==> src/rtl/blk_xfer_pkg.sv <==
// blk_xfer_pkg: shared state encoding, word size and address modes for the block transfer sequencer
package blk_xfer_pkg;
    localparam int WORD_BYTES = 4;
    typedef enum logic [2:0] {IDLE, SCAN, RDREG, MEM, WRREG, WB, DONE} state_e;
    typedef enum logic [1:0] {DEC_POST = 2'b00, DEC_PRE = 2'b01, INC_POST = 2'b10, INC_PRE = 2'b11} addr_mode_e;
endpackage

==> src/rtl/prio_enc16.sv <==
// prio_enc16: index of the lowest set bit of a 16-bit vector plus a non-empty flag
module prio_enc16 (
    input  logic [15:0] vec,
    output logic [3:0]  idx,
    output logic        valid
);
    always_comb begin
        idx = '0;
        for (int i = 15; i >= 0; i--)
            if (vec[i]) idx = 4'(i);
    end
    assign valid = |vec;
endmodule

==> src/rtl/blk_xfer_seq.sv <==
// blk_xfer_seq: LDM/STM block transfer sequencer between a register file and word-addressed memory
// Define BLK_XFER_WBACK_EN to build base-register writeback; otherwise wback is ignored.
module blk_xfer_seq
    import blk_xfer_pkg::*;
(
    input  logic        clk,
    input  logic        rst,
    input  logic        start,
    input  logic        is_load,
    input  logic [15:0] reg_list,
    input  logic [3:0]  base_reg,
    input  logic [31:0] base_val,
    input  logic        up,
    input  logic        pre,
    input  logic        wback,
    output logic        busy,
    output logic        done,
    output logic [3:0]  rf_adrs,
    output logic        rf_wrten,
    output logic [31:0] rf_wrtd,
    input  logic [31:0] rf_rdata,
    output logic        mem_req,
    output logic        mem_we,
    output logic [31:0] mem_addr,
    output logic [31:0] mem_wdata,
    input  logic        mem_ack,
    input  logic [31:0] mem_rdata
);
    state_e      state, state_n, last_n;
    logic [15:0] list_q;
    logic [3:0]  idx_q, enc_idx, wb_adrs;
    logic        enc_valid, load_q, first_q;
    logic [31:0] addr_q, wdata_q, ldata_q, span, first_addr, wb_data;

    function automatic logic [4:0] popcount(input logic [15:0] v);
        popcount = '0;
        for (int i = 0; i < 16; i++) popcount = popcount + 5'(v[i]);
    endfunction

    assign span = {25'd0, popcount(reg_list), 2'b00};

    always_comb begin
        first_addr = base_val;
        case (addr_mode_e'({up, pre}))
            INC_PRE:  first_addr = base_val + 32'(WORD_BYTES);
            INC_POST: first_addr = base_val;
            DEC_PRE:  first_addr = base_val - span;
            DEC_POST: first_addr = base_val - span + 32'(WORD_BYTES);
            default:  first_addr = base_val;
        endcase
    end

    prio_enc16 u_enc (.vec(list_q), .idx(enc_idx), .valid(enc_valid));

`ifdef BLK_XFER_WBACK_EN
    logic wb_q;
    always_ff @(posedge clk or negedge rst) begin
        if (!rst) begin
            wb_q    <= 1'b0;
            wb_adrs <= '0;
            wb_data <= '0;
        end else if (state == IDLE && start) begin
            // a loaded base register takes precedence over the updated base
            wb_q    <= wback && !(is_load && reg_list[base_reg]);
            wb_adrs <= base_reg;
            wb_data <= up ? base_val + span : base_val - span;
        end
    end
    assign last_n = wb_q ? WB : DONE;
`else
    logic [4:0] wb_unused;
    assign wb_unused = {wback, base_reg};
    assign wb_adrs   = '0;
    assign wb_data   = '0;
    assign last_n    = DONE;
`endif

    always_ff @(posedge clk or negedge rst) begin
        if (!rst) begin
            state   <= IDLE;
            list_q  <= '0;
            idx_q   <= '0;
            load_q  <= 1'b0;
            first_q <= 1'b0;
            addr_q  <= '0;
            wdata_q <= '0;
            ldata_q <= '0;
        end else begin
            state   <= state_n;
            first_q <= state != MEM;
            if (state == IDLE && start) begin
                list_q <= reg_list;
                load_q <= is_load;
                addr_q <= first_addr;
            end
            if (state == SCAN) begin
                idx_q  <= enc_idx;
                list_q <= list_q & ~(16'd1 << enc_idx);
            end
            // read data arrives in the first MEM cycle; hold it for the rest of the ack wait
            if (state == MEM && first_q) wdata_q <= rf_rdata;
            if (state == MEM && mem_ack) begin
                ldata_q <= mem_rdata;
                addr_q  <= addr_q + 32'(WORD_BYTES);
            end
        end
    end

    always_comb begin
        state_n = state;
        case (state)
            IDLE:    if (start) state_n = (reg_list == '0) ? DONE : SCAN;
            SCAN:    state_n = load_q ? MEM : RDREG;
            RDREG:   state_n = MEM;
            MEM:     if (mem_ack) state_n = load_q ? WRREG : (enc_valid ? SCAN : last_n);
            WRREG:   state_n = enc_valid ? SCAN : last_n;
            WB:      state_n = DONE;
            DONE:    state_n = IDLE;
            default: state_n = IDLE;
        endcase
    end

    assign busy      = state != IDLE;
    assign done      = state == DONE;
    assign mem_req   = state == MEM;
    assign mem_we    = mem_req && !load_q;
    assign mem_addr  = mem_req ? addr_q : '0;
    assign mem_wdata = mem_we ? (first_q ? rf_rdata : wdata_q) : '0;
    assign rf_wrten  = state == WRREG || state == WB;
    assign rf_adrs   = (state == RDREG || state == WRREG) ? idx_q : (state == WB ? wb_adrs : '0);
    assign rf_wrtd   = state == WRREG ? ldata_q : (state == WB ? wb_data : '0);
endmodule

==> config.mk <==
export PLATFORM = sky130hd
export DESIGN_NAME = blk_xfer_seq
export DESIGN_NICKNAME = d
export VERILOG_FILES = /design/src/rtl/blk_xfer_pkg.sv /design/src/rtl/prio_enc16.sv /design/src/rtl/blk_xfer_seq.sv
export SDC_FILE = /design/constraint.sdc
export NUM_CORES = 1
export LEC_CHECK = 0
export CAP_MARGIN = 20
export CORE_ASPECT_RATIO = 0.5
export CORE_MARGIN = 2
export CORE_UTILIZATION = 45
export DETAILED_ROUTE_END_ITERATION = 16
export PLACE_DENSITY = 0.74
export SLEW_MARGIN = 30
export SYNTH_ARGS = -nofsm -noshare
export SYNTH_HDL_FRONTEND = slang
export SYNTH_SLANG_ARGS = --single-unit
==> constraint.sdc <==
create_clock -name clk -period 4.1 [get_ports clk]
set_input_delay 0.82 -clock clk [delete_from_list [all_inputs] [get_ports clk]]
set_output_delay 0.82 -clock clk [all_outputs]
set_load 0.03 [all_outputs]
# == Word-level counts from Yosys, hierarchy flattened ==
# Cells that the tools add are included.
# classes
eq_ne,12
add_sub_neg,19
mux,33
bitwise,2
n_shift,1
reduce_logical,15
# op_table
op,count
$mux W32,6
$pmux W32 S4,1
$add A32 B3 Y32 const B,3
$mux W4,17
$add A5 B1 Y5,11
$mux W16,2
$sub A32 B7 Y32,1
$pmux W3 S6,1
$and A16 B16 Y16,1
$logic_not A16 Y1,1
$not A16 Y16,1
$reduce_or A16 Y1,1
$shl A1 B4 Y16 const A,1
$mux W3,5
$eq A3 B3 Y1 const B,3
$eq A3 B2 Y1 const B,2
$add A4 B1 Y5,1
$add A3 B1 Y4,1
$eq A2 B2 Y1 const B,2
$logic_and A1 B1 Y1,4
$reduce_bool A2 Y1,2
$add A2 B1 Y3,1
$eq A3 B1 Y1 const B,1
$logic_not A3 Y1,1
other kinds (11),12
# word_totals
output_inout_bits,105
regBits,121
in_bits,124
wordCells,90

# == Logic depth before layout (Yosys ltp) ==
# logic_depth
ltp_word,20
ltp_mapped,24
ltp_nobuf,22

# == By module ==
# A second synthesis with hierarchy kept.
# unflattened
cells_unflattened,1224
area_unflattened_um2,9857.0
# modules_own_cells
mod,seq_area_each_um2,cells_each,area_each_um2,n_inst
blk_xfer_seq,3027.9,1190,9680.5,1
prio_enc16,0.0,34,176.4,1

# == Least setup slack after synthesis ==
# Ideal clock, no wire load.
# synth_path
path_type,input -> register
from,in reg_list[0]
to,reg addr_q[27]
n_path_buf,0
required_time_ps,3969
setup_ps,131
stages,19
setup_slack_ps,-2881
arrival_time_ps,6849
cell_sequence,inv_1 -> fa_1 -> fa_1 -> fa_1 -> fa_1 -> inv_1 -> ha_1 -> inv_1 -> fa_1 -> fa_1 -> a211oi_1 -> nor4_1 -> or4_1 -> a22oi_1 -> or4b_4 -> nor4_2 -> nor3b_1 -> nor3b_1 -> or3_1
# synth_between
elab_chain_len,20
# synth_rtl
item,line_no,source
from (decl),blk_xfer_seq.sv:10,"input logic [15:0] reg_list,"
$add A1 B1 Y2 (*),blk_xfer_seq.sv:37,for (int i = 0; i < 16; i++) popcount = popcount + 5'(v[i]);
$add A2 B1 Y3 (*),blk_xfer_seq.sv:37,
$add A3 B1 Y4 (*),blk_xfer_seq.sv:37,
$add A4 B1 Y5 (*),blk_xfer_seq.sv:37,
$add A5 B1 Y5 (*) (11 in a row),blk_xfer_seq.sv:37,
$sub A32 B7 Y32 (*),"blk_xfer_seq.sv:47, blk_xfer_seq.sv:48",
$add A32 B3 Y32,blk_xfer_seq.sv:48,DEC_POST: first_addr = base_val - span + 32'(WORD_BYTES);
$pmux W32 S4 (*),blk_xfer_seq.sv:44,"case (addr_mode_e'({up, pre}))"
$mux W32 (*),blk_xfer_seq.sv:91,if (state == IDLE && start) begin
$mux W32 (*),blk_xfer_seq.sv:102,if (state == MEM && mem_ack) begin
to (signal assigned),blk_xfer_seq.sv:94,addr_q <= first_addr;
to (signal assigned),blk_xfer_seq.sv:104,addr_q <= addr_q + 32'(WORD_BYTES);
to (decl),blk_xfer_seq.sv:33,"logic [31:0] addr_q, wdata_q, ldata_q, span, first_addr, wb_data;"
# Mark *: on every way between the ends. The rest lies on a longest branch, timed or not. The select of a mux whose other input is x is not followed.
# A chain may end at the register's enable or synchronous reset.

# == Final worst setup path ==
# layout_path
from,in reg_list[13]
to,reg addr_q[27]
# layout_between
elab_chain_len,8
# layout_rtl
item,line_no
$add A5 B1 Y5 (*) (3 in a row),blk_xfer_seq.sv:37
$sub A32 B7 Y32 (*),"blk_xfer_seq.sv:47, blk_xfer_seq.sv:48"
$add A32 B3 Y32,blk_xfer_seq.sv:48
$pmux W32 S4 (*),blk_xfer_seq.sv:44
$mux W32 (*),blk_xfer_seq.sv:91
$mux W32 (*),blk_xfer_seq.sv:102
# Marks and branches as above.

==> metrics.md <==
| Metric | Value |
|---|---|
| Cell Area, Placed | `13400 µm²` |
| Top post-synthesis cells by count | `nand2_1 (182), nor2_1 (123), dfrtp_1 (121)` |
| H-tree depth | `4` |
| Power density over the cells | `665 nW/µm²` |
| Diode count | `0` |
| Seq/Total Area, Yosys | `31.9%` |
| Final worst setup slack | `-2.44 ns` |
| Register bit count reported by yosys | `121` |
| Post-synth EDFFs | `0` |
| Status | `finished with violations` |
| RSZ-0062 raised after global routing | `true` |
| Maximum VDD drop | `0.000551 V` |
| Reg2Reg Depth | `10` |
| GRT Total Usage | `29.3%` |
| Gpl congestion | `0.935` |
| Via density | `5.67` |
| Num rows | `37` |
| Placed Instances | `1803` |
| CP max stage cell | `fa_2` |
| Clk_lat worst skew | `0.42 ns` |
| Relative slew slack | `37.5%` |
| DRC Markers | `0` |
| Initial antenna violation count | `0` |
| Cells after Synth | `1193` |
| Dpl ws | `-3.44 ns` |
| DR vias | `10600` |
| Die H | `107 µm` |
| Post-synth net total | `1344` |
| Mapped cell area | `9480 µm²` |
| I/O Pins | `229` |
| Type of destination of the critical path | `flop` |
| Detailed Routing Iterations Pass 1 | `6` |
| Crit path buffers/inverters | `4` |
| DP Wirelength | `24.6 mm` |
| # clock sinks | `121` |
| Die ar. | `22300 µm²` |
| Synth area leader | `dfrtp_1` |
| Finished layout cell area | `14800 µm²` |
| Failing checks | `negative setup slack` |
| Clk pin slew, worst setup/hold paths | `0.06 ns` |
| Slowest stage delay, CP | `0.58 ns` |
| Hold Crit Class | `in -> async` |
| Routed len/inst | `18.0 µm` |
| Critical path data required time | `4.40 ns` |
| CTS tree | `done` |
| Core footprint | `20600 µm²` |
| Final clock skew | `0.0190 ns` |
| CP Max Fanout | `5` |
| Synth cell types | `74` |
| Max Slew Vio Count | `0` |
| Top_reg_cell synth | `dfrtp_1` |
| CP Class | `in -> reg` |
| Cell with the most instances on the worst path | `fa_1` |
| DR iter-0 viols | `1132` |
| Final Hold Viols | `0` |
| Ranking of synthesized cells by area | `dfrtp_1 (32%), nand2_1 (7.2%), nor2_1 (4.9%)` |
| Final Non-Filler Cells | `1871` |
| Static Leak | `6.36 nW` |
| Critical Path Source Type | `input pin` |
| Ys Warns | `0` |
| Worst slew pin tran | `0.937 ns` |
| Ys async rst share | `100%` |
| Data arrival, critical path | `6.84 ns` |
| Vias in the first global route | `10100` |
| Longest Clk Path Bufs | `2` |
| Post-layout util | `72.0%` |
| Flip-flop and latch area | `3030 µm²` |
| DRT Wirelength | `33.7 mm` |
| Syn-to-layout area delta | `56.5%` |
| DRT antenna net count | `0` |
| Largest net degree at the start of global routing | `79` |
| Count leader, synth | `nand2_1` |
| CP Cell Sequence | `buf_8 > inv_4 > fa_1 > fa_1 > fa_1 > fa_2 > inv_2 > ha_4 > buf_4 > a21o_1 > a21oi_2 > xor2_1 > ha_2 > and2_4 > o21a_1 > or4_4 > a22oi_2 > or4b_4 > nor4_4 > nor3b_2 > nor3b_1 > or3_1` |
| Root Buffer | `clkbuf_16` |
| Grt total ovfl | `0` |
| First-pass GRT wire length | `52.3 mm` |
| Max_cap viols | `0` |
| IO buf count | `223` |
| Final min period | `6.54 ns` |
| Initial Utilization | `46.0%` |
| CTS Buf Count | `17` |
| Final Power | `9.86 mW` |
| Fmax | `153 MHz` |
| Die Span X | `209 µm` |
| Share of layout cells above drive strength 1 | `26.2%` |
| Fillers | `1520` |
| Crit share post-route | `160%` |
| Levels on crit path | `22` |
| Post-CTS Hold Buffers | `0` |
| Final setup viols | `29` |
| Yosys top cell area share | `31.9%` |
| Multi-input combinational cell area | `6650 µm²` |
| Layout net count | `1737` |
| Post-synthesis average cell area | `7.95 µm²` |
| CP delay by family, top | `adder cells` |
## routing by layer
layer	up-vias	GRT usage, %	part of all wire (%)
li1	4982	-	-
met1	5080	38.6	43
met2	486	49.6	48
met5	-	0	0
met3	62	5.80	7.2
met4	0	7.86	2.3
## where the power goes
| part | internal, mW | leakage, nW | switching [mW] |
|---|---|---|---|
| combinational | 2.89 | 4.63 | 3.19 |
| clock | 0.909 | 0.284 | 0.592 |
| sequential | 1.77 | 1.45 | 0.517 |
| total | 5.57 | 6.36 | 4.30 |
## cells in the final DEF (no fill, tap or decap), types with 7 or more instances in the layout
cell and count:
o211ai_1 12, mux2_2 32, nand2_1 176, nor4_4 7
inv_1 36, nand4_1 14, buf_6 30, or4_1 9
nor2_1 112, and2_1 71, ha_1 10, buf_4 195
dfrtp_1 120, nor3_1 19, a221oi_1 11, o21ai_1 11
o31ai_1 10, nor2_4 8, fa_1 8, mux2i_1 34
clkbuf_16 17, inv_2 9, o21ai_0 53, nand3_1 29
nor4_1 14, xor2_1 17, a21oi_1 62, or3_1 9
xnor2_1 25, nand2b_1 7, and3_1 10, a31oi_1 9
clkdlybuf4s50_1 213
## flip-flops by register name (all words and copies together) (netlist names)
name     flops
addr_q      32
first_q      1
idx_q        4
ldata_q     32
list_q      16
load_q       1
state        3
wdata_q     32
## cell families after synthesis
group,after synthesis,synth area share (%)
adders and majority gates,27,4.44
AOI/OAI and AO/OA,252,17.1
xor gates and xnor gates,53,4.90
muxes,68,7.62
and+or+nand+nor,550,28.9
buffers and inverters,122,5.16
DFF,121,31.9
## final timing paths
kind | startpoint | to | slack (ns)
hold / removal | rst | ldata_q[1] | 0.45
min in group clk | ldata_q[12] | ldata_q[12] | 0.47
hold reg to reg | ldata_q[12] | ldata_q[12] | 0.47
setup reg to reg | state[0] | addr_q[22] | 1.04
setup / recovery | reg_list[13] | addr_q[27] | -2.44
max in group asynchronous | rst | ldata_q[14] | 2.94
## cell type report
type	instances	share of cell area, %
multi-input cells	951	44.8
repair buffers	445	27.1
flip-flops and latches	121	20.4
clock buffers	17	2.87
well taps	273	2.30
inverters	50	1.37
clock inverters	14	1.11
## metrics by stage
step	TNS (ns)	hold WS, ns
finish	-58.63	0.449
global placement	-83.33	0.449
detailed placement	-85.57	0.454
floorplan	-54.57	0.435
CTS	-57.02	0.468
global route	-62.80	0.496
## timing repair
item / 4_1_cts / 5_1_grt
pin swaps: 49 / 36
endpoints found under the setup margin: 30 / 30
setup buffers: 25 / 13
gates cloned: 1 / 0
gates resized for setup: 126 / 48
(Power assumes the default switching activity.)
